<file path="config.mk">
export PLATFORM = sky130hd
export DESIGN_NAME = mem_arbiter
export DESIGN_NICKNAME = d
export VERILOG_FILES = /design/src/rtl/mem_arbiter.sv
export SDC_FILE = /design/constraint.sdc
export NUM_CORES = 1
export LEC_CHECK = 0
export CAP_MARGIN = 0
export CORE_AREA = 4 4 127 129
export DETAILED_ROUTE_END_ITERATION = 8
export DIE_AREA = 0 0 131 133
export PLACE_DENSITY = 0.7
export SYNTH_ARGS = -nofsm -noshare
export SYNTH_HDL_FRONTEND = slang
export SYNTH_SLANG_ARGS = --single-unit
export TNS_END_PERCENT = 30
</file>
<file path="constraint.sdc">
create_clock -name clk -period 5.3 [get_ports clk]
set_clock_uncertainty 0.15 [all_clocks]
set_input_delay 1.06 -clock clk [delete_from_list [all_inputs] [get_ports clk]]
set_output_delay 1.06 -clock clk [all_outputs]
set_load 0.01 [all_outputs]
</file>
<file path="src/rtl/mem_arbiter.sv">
// mem_arbiter: shares one main_memory between the CPU datapath (port 0) and a
// secondary requester (port 1). Round-robin arbitration with zero-cycle grant,
// optional lock for read-modify-write sequences with a bounded hold time, and
// registered read return one cycle after the grant.
module mem_arbiter #(
  parameter int ADDR_W   = 32,
  parameter int DATA_W   = 32,
  parameter int MAX_LOCK = 16
) (
  input  logic              clk,
  input  logic              rst,
  input  logic              req0,
  input  logic              req1,
  input  logic              we0,
  input  logic              we1,
  input  logic              lock0,
  input  logic              lock1,
  input  logic [ADDR_W-1:0] addr0,
  input  logic [ADDR_W-1:0] addr1,
  input  logic [DATA_W-1:0] wdata0,
  input  logic [DATA_W-1:0] wdata1,
  output logic              gnt0,
  output logic              gnt1,
  output logic              rvalid0,
  output logic              rvalid1,
  output logic [DATA_W-1:0] rdata0,
  output logic [DATA_W-1:0] rdata1,
  output logic              lock_err,
  output logic [ADDR_W-1:0] mem_raddr,
  output logic [ADDR_W-1:0] mem_waddr,
  output logic [DATA_W-1:0] mem_wdata,
  output logic              mem_wen,
  input  logic [DATA_W-1:0] mem_rdata
);

  typedef enum logic [1:0] {
    IDLE    = 2'd0,
    LOCKED0 = 2'd1,
    LOCKED1 = 2'd2
  } state_t;

  localparam logic [7:0] MaxLock = 8'(MAX_LOCK);

  state_t            st_q, st_d;
  logic              lastGnt_q, lastGnt_d;
  logic [7:0]        lockCnt_q, lockCnt_d;
  logic              lockErr_q, lockErr_d;
  logic              rvalid0_q, rvalid1_q;
  logic [DATA_W-1:0] rdata0_q, rdata1_q;
  logic              grant0, grant1;

  // Arbitration and lock bookkeeping: decides this cycle's grant and the next
  // owner state. A holder that has used up its lock budget is not granted in
  // the release cycle, so it never exceeds MAX_LOCK consecutive grants.
  always_comb begin
    st_d      = st_q;
    lastGnt_d = lastGnt_q;
    lockCnt_d = lockCnt_q;
    lockErr_d = 1'b0;
    grant0    = 1'b0;
    grant1    = 1'b0;
    if (!rst) begin
      case (st_q)
        IDLE: begin
          if (req0 && req1) begin
            grant0 = lastGnt_q;
            grant1 = ~lastGnt_q;
          end else begin
            grant0 = req0;
            grant1 = req1;
          end
          if (grant0 && lock0) begin
            st_d      = LOCKED0;
            lockCnt_d = 8'd1;
          end else if (grant1 && lock1) begin
            st_d      = LOCKED1;
            lockCnt_d = 8'd1;
          end
        end
        LOCKED0: begin
          if (lock0 && (lockCnt_q >= MaxLock)) begin
            st_d      = IDLE;
            lockCnt_d = 8'd0;
            lockErr_d = 1'b1;
            lastGnt_d = 1'b0;
          end else begin
            grant0 = req0;
            if (!lock0) begin
              st_d      = IDLE;
              lockCnt_d = 8'd0;
            end else begin
              lockCnt_d = lockCnt_q + 8'd1;
            end
          end
        end
        LOCKED1: begin
          if (lock1 && (lockCnt_q >= MaxLock)) begin
            st_d      = IDLE;
            lockCnt_d = 8'd0;
            lockErr_d = 1'b1;
            lastGnt_d = 1'b1;
          end else begin
            grant1 = req1;
            if (!lock1) begin
              st_d      = IDLE;
              lockCnt_d = 8'd0;
            end else begin
              lockCnt_d = lockCnt_q + 8'd1;
            end
          end
        end
        default: begin
          st_d      = IDLE;
          lockCnt_d = 8'd0;
        end
      endcase
      if (grant0) begin
        lastGnt_d = 1'b0;
      end else if (grant1) begin
        lastGnt_d = 1'b1;
      end
    end
  end

  // Memory-side mux: the granted port drives both address buses; idle drives 0.
  always_comb begin
    mem_raddr = '0;
    mem_waddr = '0;
    mem_wdata = '0;
    mem_wen   = 1'b0;
    if (grant0) begin
      mem_raddr = addr0;
      mem_waddr = addr0;
      mem_wdata = wdata0;
      mem_wen   = we0;
    end else if (grant1) begin
      mem_raddr = addr1;
      mem_waddr = addr1;
      mem_wdata = wdata1;
      mem_wen   = we1;
    end
  end

  // State, fairness pointer, lock counter and read-return registers.
  always_ff @(posedge clk) begin
    if (rst) begin
      st_q      <= IDLE;
      lastGnt_q <= 1'b1;
      lockCnt_q <= 8'd0;
      lockErr_q <= 1'b0;
      rvalid0_q <= 1'b0;
      rvalid1_q <= 1'b0;
      rdata0_q  <= '0;
      rdata1_q  <= '0;
    end else begin
      st_q      <= st_d;
      lastGnt_q <= lastGnt_d;
      lockCnt_q <= lockCnt_d;
      lockErr_q <= lockErr_d;
      rvalid0_q <= grant0 & ~we0;
      rvalid1_q <= grant1 & ~we1;
      if (grant0 && !we0) begin
        rdata0_q <= mem_rdata;
      end
      if (grant1 && !we1) begin
        rdata1_q <= mem_rdata;
      end
    end
  end

  assign gnt0     = grant0;
  assign gnt1     = grant1;
  assign rvalid0  = rvalid0_q;
  assign rvalid1  = rvalid1_q;
  assign rdata0   = rdata0_q;
  assign rdata1   = rdata1_q;
  assign lock_err = lockErr_q;

endmodule

</file>
* Word level (Yosys, flattened, before mapping)
Index checks and enable logic that the tools add are counted. Widths: inputs -> output; s select.
Word-level totals: flip-flop bits (word level) 78, input bits 168, logic and storage cells 77
Cells by class: add/sub/neg operators 1, order comparisons 1, equal/unequal tests 7, muxes and demuxes 42, bitwise operators 5, reduce and logical (&&, ||, !) cells 13
Operator list (count):
- $mux 32 | 4
- $mux 8 | 6
- $pmux 8 s3 | 1
- $mux 1 | 20
- $mux 2 | 6
- $ne 3x3->1 const B | 3
- $add 8x1->8 const B | 1
- $ge 8x5->1 const B | 1
- $ne 4x4->1 const B | 2
- $pmux 1 s2 | 4
- $logic_and 1x1->1 | 7
- $pmux 2 s3 | 1
- $reduce_and 3->1 | 2
- $reduce_bool 4->1 | 1
- $not 1->1 | 3
- $and 1x1->1 | 2
- $eq 2x1->1 const B | 1
- $eq 2x2->1 const B | 1
- $logic_not 1->1 | 2
- $logic_not 2->1 | 1

* Logic depth before layout (Yosys ltp)
word-level depth 9, depth in mapped cells 9, mapped depth without buffers 6

* Least setup slack after synthesis
No wires, ideal clock.
path kind input port to output port, start input req1, end output mem_waddr[0], arrival 2360 ps, data required time 4090 ps, setup slack 1730 ps, cell stages on the path 7, buffers on the path 3, path through nor2b_1 -> nor2_1 -> o21a_1 -> buf_4 -> buf_4 -> a22o_1 -> buf_4
Between the ends: longest elaborated chain between the ends 9
Ends and longest elaborated chain:
- from (decl) | line 13 | input logic req1,
- $logic_and 1x1->1 | line 65 | if (req0 && req1) begin
- $mux 1 | line 65
- $mux 1 | line 63 | case (st_q)
- $mux 1 | line 62 | if (!rst) begin
- $pmux 1 s2 | line 63
- $mux 1 (2 in a row) | line 62
- $mux 32
- $mux 32 (*)
- to (decl) | line 30 | output logic [ADDR_W-1:0] mem_waddr,
Every way passes the cells marked *; elsewhere a longest branch is shown, timed or not. The select of a mux whose other input is x is not followed.

* Worst setup path after layout
start input req1, end output mem_wdata[5]
Between the ends: longest elaborated chain between the ends 9
Ends and longest elaborated chain:
- $logic_and 1x1->1 | line 65
- $mux 1 | line 65
- $mux 1 | line 63
- $mux 1 | line 62
- $pmux 1 s2 | line 63
- $mux 1 (2 in a row) | line 62
- $mux 32 | line 136 | end else if (grant1) begin
- $mux 32 (*) | line 131 | if (grant0) begin
- to (decl) | line 31 | output logic [DATA_W-1:0] mem_wdata,
Marked as above.

==> out/qor.csv <==
stage;metric;value;unit
critical_path;crit-path max FO;39;
routing;Pre-Repair DR Iteration Count;4;
synthesis;Yosys top cell area share;37.0;%
min_path;Worst Hold Class;register to register;
pwr;internal power;1.68;mW
synthesis;syn avg cell area;10.2;um2
global_routing;number of global-route vias before repair;4458;
synthesis;largest cells by area after synthesis;dfxtp_1 37%, mux2_2 17%, a22o_1 13%;
synthesis;Yosys reg bits;78;
synthesis;Syn Nets;589;
floorplan;Top Ports;334;
status;status;finished, final reports clean;
floorplan;Initial Util;28.1;%
synthesis;Netlist cell types;42;
global_routing;initial antenna violation count;0;
cts;Resize count post-CTS;0;
finish;share of cells above drive strength 1;14.6;%
finish;Layout Nets;880;
sta;Setup-failing EPs final;0;
cts;CTS Root Cell;clkbuf_16;
pwr;Sw Share;30.9;%
pwr;Net Switching;0.748;mW
routing;via count;4404;
place;Final Wtd Congestion;0.940;
floorplan;die width;131;um
pwr;P_leak;3.01;nW
finish;synthesis-to-finish area growth;84.5;%
finish;Final Non-Filler Cells;898;
finish;ANT cells;0;
routing;drt wl/cell;20.1;um
job;maxcap violations;0;
cts;cts hold-fix bufs;0;
critical_path;Critical Path, Cell by Cell;clkdlybuf4s50_1 -> nor2b_1 -> nor2_1 -> o21a_2 -> buf_12 -> a22o_1 -> clkdlybuf4s50_1;
place;post-DP HPWL;14300;um
finish;final core occ;51.8;%
pwr;Peak VDD IR;0.000195;V
sta;Worst slew margin;29.8;%
global_routing;largest net degree at the start of global routing;71;
floorplan;area of the die;17400;um2
cts;postcts setup bufs;0;
finish;commonest non-fill, non-tap cell in the layout;clkdlybuf4s50_1;
routing;DR iter-0 viols;180;
critical_path;Setup CP Type;primary input to output pin;
synthesis;number of synthesized flops with an enable pin;0;
synthesis;Main synth FF type;dfxtp_1;
sta;Setup WS post-layout;0.323;ns
critical_path;CP max-delay cell;o21a_2;
synthesis;Seq/Total Area, Yosys;37.0;%
critical_path;largest delay contributor family on the critical path;buffers and inverters;
finish;commonest cells after routing, fill and taps aside;332 x clkdlybuf4s50_1, 78 x dfxtp_1, 65 x nor2b_1, 65 x mux2_2, 64 x a22o_1;
sta;RSZ-0062 raised after global routing;no;
pwr;Seq pwr share;28.7;%
critical_path;largest stage delay on the critical path;0.58;ns
routing;Routed Antenna Nets;0;
cts;CTS sink cnt;78;
cts;Clock Latency Late Sink;0.33;ns
sta;final hold violation count;0;
critical_path;Worst Path Buf+Inv;3;
routing;residual DRC count;0;
floorplan;Core Area;15000;um2
pwr;Clock power frac;25.2;%
cts;Clock transition at path regs;0.06;ns
routing;Post-Route WL;18100;um
place;Port-buffer cells;333;
global_routing;total gr overflow;0;
synthesis;post-synth top area cell;dfxtp_1;
synthesis;Post-Syn Instances;414;
sta;final period utilization;93.9;%
place;pre-CTS setup slack;0.323;ns
pwr;Comb pwr share;46.1;%
critical_path;Crit path top cell by count;clkdlybuf4s50_1;
critical_path;CP Launch Type;primary input;
routing;Vias/cell;4.90;
global_routing;Global Route Usage Sum;19.2;%
synthesis;Post-synth ARST share;0;%
sta;minimum clock period;4.98;ns
sta;f_max;0.201;GHz
synthesis;Post-Syn Area;4220;um2
sta;max-slew violations;0;
pwr;Pwr Density;311;nW/um2
critical_path;Critical Path RT;4.09;ns
synthesis;Yosys Warn Count;0;
global_routing;global-route wire length before repair;26000;um
cts;H-tree depth;3;
sta;setup TNS;0;ns
critical_path;worst path arrival time;3.77;ns
critical_path;Setup crit end kind;output pin;
cts;CTS Buf Count;9;
floorplan;Chip Height;133;um
floorplan;# rows;45;
cts;TritonCTS clock tree;built;
cts;clock buffer depth;2;
place;placed insts;882;
sta;Slew @ Worst Pin;1.05;ns
pwr;Power, Total;2.42;mW
## path summary, 6_finish.rpt
kind	from	to	slack (ns)	depth (start not counted)
worst min-delay path	lockCnt_q[1]$_SDFFE_PP0P_	lockCnt_q[1]$_SDFFE_PP0P_	0.34	2
worst min register to register	lockCnt_q[1]$_SDFFE_PP0P_	lockCnt_q[1]$_SDFFE_PP0P_	0.34	2
worst max-delay path	req1	mem_wdata[5]	0.32	7
worst max register to register	st_q[0]$_SDFFE_PP0P_	rdata0[18]$_SDFFE_PP0P_	2.64	7
## cell type report
class	count	area, um2
clock buffer	10	239
fill	1350	7250
timing repair buffer	340	3410
sequential	78	1560
inverter	13	48.8
clock inverter	6	61.3
tap	188	235
multi-input combinational	263	2230
## routing by layer
layer	up-vias	GRT usage [%]	share of wire (%)
li1	2041	-	-
met1	2128	21.8	37
met2	219	34.1	51
met3	16	6.70	10
met4	0	4.57	1.5
met5	-	0	0
## power groups by stage
stage / Clock (mW) / Combinational (mW) / Sequential, mW
after floorplan: 0 / 0.510 / 0.730
after global placement: 0 / 1.11 / 0.703
after detailed placement: 0 / 1.12 / 0.707
after CTS: 0.630 / 1.13 / 0.696
after global routing: 0.659 / 1.19 / 0.705
final: 0.611 / 1.12 / 0.696
## kinds of logic after synthesis
logic type / synth area share (%)
simple gates: 13.9
compound gates: 19.3
flops: 37.0
buf+inv: 10.3
mux: 17.3
fa+ha+maj: 2.08
## synthesized netlist by cell type, drive strengths merged (2+ instances only)
cell type,n
nor3,3
o41ai,2
o32ai,3
o21ai,4
and3,2
nand2,8
a22o,64
dfxtp,78
nor2,9
a21oi,3
buf,52
o31ai,2
mux2,65
a41oi,4
nor2b,65
nand3,5
inv,13
clkbuf,8
ha,7
## registers in the layout, indices dropped and copies added (netlist names)
name       cells
lockCnt_q      8
lastGnt_q      1
lock_err       1
st_q           2
rvalid0        1
rdata0        32
rvalid1        1
rdata1        32
## worst reg2reg max path: stages (launching register included)
cell and delay [ns]:
dfxtp_1 0.38, inv_1 0.09, ha_1 0.29, nand2_1 0.10
nor2_1 0.11, o21ai_4 0.68, buf_4 0.38, mux2_2 0.36
## through the flow
step	hold WS, ns	area [um2]
4_1_cts	0.342	7790
6_report	0.341	7790
3_5_place_dp	0.334	7490
5_1_grt	0.358	7790
3_3_place_gp	0.311	7490
2_1_floorplan	0.299	4220
(Power assumes the default switching activity.)
